File: src/rtl/uop_pkg.sv
// rtl/uop_pkg.sv - uop tag encoding and capability classification shared by rename blocks
package uop_pkg;

    typedef enum logic [2:0] {
        UOP_INT_ALU       = 3'd0,
        UOP_ST_U8         = 3'd1,
        UOP_PACK_ADD_SAT  = 3'd2,
        UOP_PREFIX_SELECT = 3'd3,
        UOP_CAP_JUMP      = 3'd4,
        UOP_LINK          = 3'd5,
        UOP_CAP_LOAN_END  = 3'd6
    } uop_tag_t;

    function automatic logic uop_is_capability(input uop_tag_t tag);
        case (tag)
            UOP_PREFIX_SELECT,
            UOP_CAP_JUMP,
            UOP_LINK,
            UOP_CAP_LOAN_END: return 1'b1;
            default:          return 1'b0;
        endcase
    endfunction

endpackage

File: src/rtl/dispatch_cap_popcount.sv
// rtl/dispatch_cap_popcount.sv - counts capability uops among the taken issue-lane prefix
module dispatch_cap_popcount #(
    parameter int ISSUE_WIDTH = 2,
    parameter int TW          = $clog2(ISSUE_WIDTH + 1)
) (
    input  logic [ISSUE_WIDTH-1:0] cap_i,
    input  logic [TW-1:0]          take_i,
    output logic [TW-1:0]          pop_o
);

    always_comb begin
        pop_o = '0;
        for (int i = 0; i < ISSUE_WIDTH; i++) begin
            if ((TW'(i) < take_i) && cap_i[i]) begin
                pop_o = pop_o + TW'(1);
            end
        end
    end

endmodule

File: src/rtl/rename_dispatch_buffer.sv
// rtl/rename_dispatch_buffer.sv - circular uop buffer between decode and issue
// with capability tagging, saturating capability-issued counter and flush.
module rename_dispatch_buffer
    import uop_pkg::*;
#(
    parameter int MAX_UOPS    = 2,
    parameter int ISSUE_WIDTH = 2,
    parameter int DEPTH       = 8,
    parameter int CNT_W       = 16
) (
    input  logic                             clk_i,
    input  logic                             rst_ni,
    input  logic                             decode_valid_i,
    input  uop_tag_t                         decode_uops_i [MAX_UOPS],
    input  logic [$clog2(MAX_UOPS+1)-1:0]    decode_uop_count_i,
    output logic                             rename_ready_o,
    output logic [ISSUE_WIDTH-1:0]           issue_valid_o,
    output uop_tag_t                         issue_uop_o [ISSUE_WIDTH],
    output logic [ISSUE_WIDTH-1:0]           issue_is_capability_o,
    input  logic [$clog2(ISSUE_WIDTH+1)-1:0] issue_take_i,
    input  logic                             flush_i,
    output logic [$clog2(DEPTH+1)-1:0]       occupancy_o,
    output logic [CNT_W-1:0]                 capability_issued_count_o
);

    localparam int PTR_W = $clog2(DEPTH);
    localparam int OCC_W = $clog2(DEPTH + 1);
    localparam int CW    = $clog2(MAX_UOPS + 1);
    localparam int TW    = $clog2(ISSUE_WIDTH + 1);

    uop_tag_t          mem_q [DEPTH];
    logic [PTR_W-1:0]  head_q, head_d, tail_q, tail_d;
    logic [OCC_W-1:0]  occ_q, occ_d;
    logic [CNT_W-1:0]  cnt_q, cnt_d;
    logic [CNT_W:0]    cnt_sum;
    logic [TW-1:0]     cap_pop;
    logic              enq_fire;
    logic [CW-1:0]     enq_cnt;

    dispatch_cap_popcount #(
        .ISSUE_WIDTH (ISSUE_WIDTH)
    ) u_cap_popcount (
        .cap_i  (issue_is_capability_o),
        .take_i (issue_take_i),
        .pop_o  (cap_pop)
    );

    always_comb begin
        rename_ready_o = (OCC_W'(DEPTH) - occ_q) >= OCC_W'(MAX_UOPS);
        for (int i = 0; i < ISSUE_WIDTH; i++) begin
            issue_valid_o[i]         = OCC_W'(i) < occ_q;
            issue_uop_o[i]           = mem_q[head_q + PTR_W'(i)];
            issue_is_capability_o[i] = issue_valid_o[i] && uop_is_capability(issue_uop_o[i]);
        end
        occupancy_o               = occ_q;
        capability_issued_count_o = cnt_q;

        enq_fire = decode_valid_i && rename_ready_o && !flush_i;
        enq_cnt  = enq_fire ? decode_uop_count_i : '0;
        cnt_sum  = {1'b0, cnt_q} + (CNT_W+1)'(cap_pop);

        head_d = head_q;
        tail_d = tail_q;
        occ_d  = occ_q;
        cnt_d  = cnt_q;
        if (flush_i) begin
            head_d = tail_q;
            occ_d  = '0;
        end else begin
            head_d = head_q + PTR_W'(issue_take_i);
            tail_d = tail_q + PTR_W'(enq_cnt);
            occ_d  = occ_q + OCC_W'(enq_cnt) - OCC_W'(issue_take_i);
            // Clamp instead of wrapping once the sum spills into the carry bit.
            cnt_d  = cnt_sum[CNT_W] ? '1 : cnt_sum[CNT_W-1:0];
        end
    end

    always_ff @(posedge clk_i) begin
        if (!rst_ni) begin
            head_q <= '0;
            tail_q <= '0;
            occ_q  <= '0;
            cnt_q  <= '0;
        end else begin
            head_q <= head_d;
            tail_q <= tail_d;
            occ_q  <= occ_d;
            cnt_q  <= cnt_d;
            if (enq_fire) begin
                for (int i = 0; i < MAX_UOPS; i++) begin
                    if (CW'(i) < decode_uop_count_i) begin
                        mem_q[tail_q + PTR_W'(i)] <= decode_uops_i[i];
                    end
                end
            end
        end
    end

endmodule

File: config.mk
export PLATFORM = sky130hd
export DESIGN_NAME = rename_dispatch_buffer
export DESIGN_NICKNAME = d
export VERILOG_FILES = /design/src/rtl/uop_pkg.sv /design/src/rtl/dispatch_cap_popcount.sv /design/src/rtl/rename_dispatch_buffer.sv
export SDC_FILE = /design/constraint.sdc
export NUM_CORES = 1
export LEC_CHECK = 0
export BUFFER_PORTS_ARGS = -buffer_cell sky130_fd_sc_hd__buf_2
export CAP_MARGIN = 20
export CORE_MARGIN = 5
export CORE_UTILIZATION = 62
export CTS_CLUSTER_SIZE = 40
export DETAILED_ROUTE_END_ITERATION = 10
export PLACE_DENSITY = 0.85
export SETUP_SLACK_MARGIN = 0.2
export SLEW_MARGIN = 20
export SYNTH_ARGS = -nofsm -noshare
export SYNTH_HDL_FRONTEND = slang
export SYNTH_SLANG_ARGS = --single-unit
File: constraint.sdc
create_clock -name clk_i -period 8.2 [get_ports clk_i]
set_input_delay 1.64 -clock clk_i [delete_from_list [all_inputs] [get_ports clk_i]]
set_output_delay 1.64 -clock clk_i [all_outputs]
set_load 0.02 [all_outputs]
[Word level (Yosys, flattened, before mapping)]
Memories as Yosys holds them, arrays and structs flattened. A register that Yosys moved wholly into a read port is not among the register bits.
Cells that the tools add are included.
Storage, ports and cells
  logic and storage cells: 56
  input bits: 14
  bits in registers: 26
  bits in writable memories: 24
  memories: 1
Cells by class
  multiplexer cells: 16
  eq/ne operators: 8
  reduce and logical (&&, ||, !) cells: 10
  $lt $le $gt $ge: 7
  bitwise operators: 1
  add/subtract/negate cells: 9
Memories
  mem_q: depth 8, width 3, rd ports 2, clocked after memory_dff 1, wr ports 2, line rename_dispatch_buffer.sv:31  | uop_tag_t mem_q [DEPTH];
Operators by type and width (count)
  $eq 3x3->1 const B: 6
  $add 16x2->17: 1
  $mux 16: 1
  $mux 1: 11
  $lt 1x2->1 const A: 4
  $lt 1x4->1 const A: 2
  $reduce_or 4->1: 2
  $add 3x1->3 const B: 2
  $add 3x2->3: 2
  $eq 3x2->1 const B: 2
  $logic_and 1x1->1: 6
  $mux 3: 2
  $add 4x2->4: 1
  $ge 4x2->1 const B: 1
  $mux 2: 2
  $sub 4x2->4: 1
  $sub 4x4->4 const A: 1
  $add 1x1->2 const B: 1
  $reduce_or 2->1: 1
  $logic_not 1->1: 1
  $not 1->1: 1

[Depth between registers and ports, before layout]
  depth after elaboration: 10
  depth in mapped cells: 15

[By module]
Synthesis repeated with hierarchy kept, for this count alone.
Second synthesis, totals
  cell total of the unflattened synthesis: 285
  area total of the unflattened synthesis: 3244.4 sq um
Modules (own cells, without submodules)
  rename_dispatch_buffer: cells an instance 282, area each 3218.1 sq um, times used 1
  dispatch_cap_popcount: cells an instance 3, area each 26.3 sq um, times used 1

[Worst setup path before layout]
No wires, ideal clock.
  path type: input to register
  from: input issue_take_i[1]
  to: register cnt_q[0] (netlist: capability_issued_count_o[0])
  library setup time: 0.070 ns
  stages: 12
  arrival time: 4.002 ns
  path slack: 4.127 ns
  path buffers: 1
  cell sequence: o21ai_0 or2_2 mux2i_1 ha_1 ha_1 inv_1 fa_1 nor3b_1 nand2_1 or3_4 buf_6 a21oi_1
Between the ends
  word-level cells in the longest chain between the ends: 7
  elaborated cells on any way between the ends: 9
RTL lines
  start: declaration: line rename_dispatch_buffer.sv:20  | input logic [$clog2(ISSUE_WIDTH+1)-1:0] issue_take_i,
  $lt 1x2->1: line dispatch_cap_popcount.sv:14  | if ((TW'(i) < take_i) && cap_i[i]) begin
  $logic_and 1x1->1: line dispatch_cap_popcount.sv:14
  $mux 1: line dispatch_cap_popcount.sv:14
  $add 1x1->2: line dispatch_cap_popcount.sv:15  | pop_o = pop_o + TW'(1);
  $mux 2 (*): line dispatch_cap_popcount.sv:14
  $add 16x2->17 (*): line rename_dispatch_buffer.sv:60  | cnt_sum = {1'b0, cnt_q} + (CNT_W+1)'(cap_pop);
  $mux 16 (*): line rename_dispatch_buffer.sv:74  | cnt_d = cnt_sum[CNT_W] ? '1 : cnt_sum[CNT_W-1:0];
  end signal: assignment: line rename_dispatch_buffer.sv:88  | cnt_q <= cnt_d;
  end: declaration: line rename_dispatch_buffer.sv:34  | logic [CNT_W-1:0] cnt_q, cnt_d;
Mark *: on every way between the ends. The rest lies on a longest branch, timed or not.
A chain may end at the register's enable or synchronous reset.

[Final worst setup path]
  from: register head_q[0]
  to: register cnt_q[11] (netlist: capability_issued_count_o[11])
Between the ends
  word-level cells in the longest chain between the ends: 10
  elaborated cells on any way between the ends: 13
RTL lines
  start: declaration: line rename_dispatch_buffer.sv:32  | logic [PTR_W-1:0] head_q, head_d, tail_q, tail_d;
  start signal: assignment: line rename_dispatch_buffer.sv:80  | head_q <= '0;
  start signal: assignment: line rename_dispatch_buffer.sv:85  | head_q <= head_d;
  $add 3x1->3 (*): line rename_dispatch_buffer.sv:52  | issue_uop_o[i] = mem_q[head_q + PTR_W'(i)];
  $mem_v2 8x3 (*)
  $eq 3x2->1 or $eq 3x3->1 (tied branches): line uop_pkg.sv:15  | case (tag)
  $reduce_or 4->1 (*): line uop_pkg.sv:15
  $mux 1 (*): line uop_pkg.sv:15
  $logic_and 1x1->1 (*): line rename_dispatch_buffer.sv:53  | issue_is_capability_o[i] = issue_valid_o[i] && uop_is_capability(issue_uop_o[i]);
  $logic_and 1x1->1 (*): line dispatch_cap_popcount.sv:14
  $mux 2 (*): line dispatch_cap_popcount.sv:14
  $add 16x2->17 (*): line rename_dispatch_buffer.sv:60
  $mux 16 (*): line rename_dispatch_buffer.sv:74
Marks and branches as above.

==> results.txt <==
Worst Path Buf+Inv = 1
Startpoint type of the worst setup path = flip-flop
Diode insertion count for antenna repair = 0
Std cell rows = 26
Required time at the worst-slack endpoint = 8430 ps
Type of the worst setup path = flip-flop to flip-flop
Most crowded layer after global routing = met2
Via count = 2501
Commonest non-fill, non-tap cell in the layout = buf_2
Clock transition at path regs = 90 ps
Detailed-routing iteration count for the pre-antenna-repair pass = 5
Height of the die = 82.3 µm
Relative area change from synthesis to final layout = 10.6%
Leakage power figure = 1.34 nW
Average cell area after synthesis = 10.8 µm²
Result of the run = finished, final reports clean
Aggregate negative setup slack = 0 ps
Worst Setup EP = capability_issued_count_o[11]$_SDFFE_PN0N_
CTS sink cnt = 50
Cells after synthesis = 299
Number of enable flip-flop cells after synthesis = 24
Total Die Area = 0.00677 mm²
Launch point of the worst reg-to-reg path = head_q[0]$_SDFF_PN0_
Hold buffer count at CTS = 0
I/O pin count = 45
CTS resizes = 0
Largest incremental delay on the critical path = 710 ps
Width of the die = 82.3 µm
Number of global-route vias before repair = 2357
Number of cells on the worst hold path = 2
Post-detailed-route wirelength per cell = 16.8 µm
Largest delay share family, worst path = adder cells
Data arrival time of the worst path = 4860 ps
Worst reg2reg endpoint = capability_issued_count_o[11]$_SDFFE_PN0N_
Transition time at the pin with the least slew margin = 627 ps
Unrepaired setup endpoints after global routing = no
Via density per instance = 6.10
Depth of the critical timing path with buffers and inverters included = 13
Final clock skew = 10.3 ps
Primary flip-flop cell chosen by synthesis mapping = dfxtp_1
Antenna violations before repair = 0
Count of cells along the worst register-to-register path = 13
GRT Total Usage = 21.9%
Placeable core region = 0.00507 mm²
Commonest cells after routing, fill and taps aside = 44 x buf_2, 27 x nand2_1, 27 x mux2_2, 27 x a21oi_1, 26 x dfxtp_1
H-tree level count = 2
Crit path top cell by count = ha_1
Initial Util = 63.8%
Remaining max-slew budget at the tightest pin = 58.2%
Syn Nets = 332
Count of distinct cell types in the synthesized netlist = 46
Count of buffers inserted at the top-level ports = 44
Maximum VDD drop = 0.0821 mV
Final critical delay including setup and external delays = 4630 ps
Setup slack after placement = 3580 ps
Number of synthesized register bits = 50
First element of the critical path = head_q[0]$_SDFF_PN0_
Post-synth ARST share = 0%
Max-capacitance violation count = 0
Peak fanout along the critical path = 14
Total congestion overflow = 0
Maximum buffer depth of the clock tree = 2
Post-CTS setup buffer count = 0
First DRT Iteration DRCs = 166
Global Route met3 Usage = 4.23%
Clock tree from TritonCTS = done
Summed instance area of the synthesized netlist = 0.00324 mm²
Setup slack of the critical path after layout = 3570 ps
Max frequency = 0.216 GHz
Syn. warnings = 0
Count of antenna-violating nets left after detailed routing = 0
R2r setup slk = 3570 ps
Detailed-route wire length = 6900 µm
Worst hold path type = flip-flop to flip-flop
Endpoint type of the worst setup path = flip-flop
Clk_lat worst skew = 300 ps
Final clock period utilization by the worst path = 56.5%
Placer Congestion = 0.986
Largest net degree at the start of global routing = 21
Total clock buffers created by CTS = 5
Max Transition Viols Final = 0
Root buf cell = clkbuf_8
Share of synthesized area occupied by flip-flops and latches = 38.3%
Pwr per Cell Area = 165 mW/mm²
Met1 Use GR = 27.3%
# nets final = 372
Wire length of the first global-routing pass = 11200 µm
Hpwl dp = 5290 µm
Number of failing setup endpoints in the final timing report = 0
GR Util met2 = 38.1%
Crit path cell chain = ha_1 > mux4_2 > mux2_4 > a221o_1 > a21oi_2 > ha_1 > ha_1 > inv_1 > fa_1 > nor3b_1 > nand2_1 > or3_4 > a31oi_1
Total count of hold-check failures in the final report = 0
Layout cells sized above 1 = 27.4%
Final routed DRC violation total = 0
Max stage delay cell, worst path = dfxtp_1
## registers in the layout, indices dropped and copies added (netlist names)
register	cells
tail_q	3
capability_issued_count_o	16
occupancy_o	4
mem_q	24
head_q	3
## synth_stat cells, types with 3 or more instances
library cell / n / share of area (%)
a21oi_1: 27 / 4.2
a31oi_1: 3 / 0.58
and3_1: 3 / 0.58
buf_6: 4 / 1.4
clkbuf_1: 7 / 0.81
dfxtp_1: 26 / 16
edfxtp_1: 24 / 22
fa_1: 5 / 3.1
ha_1: 14 / 5.4
inv_1: 21 / 2.4
mux2_1: 3 / 1.0
mux2_2: 27 / 9.4
mux2i_1: 3 / 0.93
mux4_1: 5 / 4.1
mux4_2: 7 / 4.9
nand2_1: 27 / 3.1
nand2b_1: 4 / 0.77
nand3_1: 9 / 1.4
nand3b_1: 4 / 0.93
nand4_1: 8 / 1.5
nor2_1: 12 / 1.4
nor3_1: 6 / 0.93
o21ai_0: 6 / 0.93
or3_1: 4 / 0.77
xnor2_1: 8 / 2.2
xor2_1: 7 / 1.9
## power by group
group	leakage, nW	switching, W	internal [W]
clock network	0.0524	0.0000760	0.0000912
logic	0.862	0.0000817	0.0000616
registers	0.427	0.0000111	0.000268
## worst min-delay path, delay by kind of cell, from the launching register on
family	cells	cell delay [ps]
AOI/OAI and AO/OA	1	140
DFF	1	340
and+or+nand+nor	1	60
## how the worst min path moves through the flow
stage,from,endpoint
floorplan,capability_issued_count_o[14]$_SDFFE_PN0N_,capability_issued_count_o[14]$_SDFFE_PN0N_
global route,capability_issued_count_o[9]$_SDFFE_PN0N_,capability_issued_count_o[9]$_SDFFE_PN0N_
finish,capability_issued_count_o[12]$_SDFFE_PN0N_,capability_issued_count_o[12]$_SDFFE_PN0N_
CTS,capability_issued_count_o[13]$_SDFFE_PN0N_,capability_issued_count_o[13]$_SDFFE_PN0N_
global placement,capability_issued_count_o[12]$_SDFFE_PN0N_,capability_issued_count_o[12]$_SDFFE_PN0N_
detailed placement,capability_issued_count_o[12]$_SDFFE_PN0N_,capability_issued_count_o[12]$_SDFFE_PN0N_
## cell families after synthesis
logic type	count (synthesis)	share of synthesized area, %
multiplexers	46	20.7
AND/OR/NAND/NOR	89	14.4
buffers and inverters	32	4.64
adder cells (fa/ha/maj)	19	8.50
XOR/XNOR	15	4.06
flip-flops	50	38.3
AO/OA/AOI/OAI	48	9.31
## final cells by class
class                           count  area, µm²
Tap cell                           70       87.6
Clock inverter                      1       30.0
Clock buffer                        7       76.3
Fill cell                         390       1490
Sequential cell                    50       1240
Timing Repair Buffer               44        220
Inverter                           21       78.8
Multi-Input combinational cell    217       1850
## layer usage
layer / up-vias / wire length [µm] / part of all wire, %
met5: - / 0 / 0
met4: 0 / 114 / 1.7
met3: 13 / 428 / 6.2
met2: 80 / 3480 / 50
met1: 1218 / 2880 / 42
li1: 1190 / - / -
## through the flow
stage	instance area, µm²	utilization [%]	power [W]	std cells	hold slack (ps)
CTS	3580	70.6	0.000593	410	575
global placement	3470	68.5	0.000423	402	530
detailed placement	3470	68.5	0.000427	402	551
global route	3580	70.6	0.000621	410	617
floorplan	3240	-	0.000389	299	604
finish	3580	70.6	0.000590	410	576
Power figures use the tool's default switching activity.
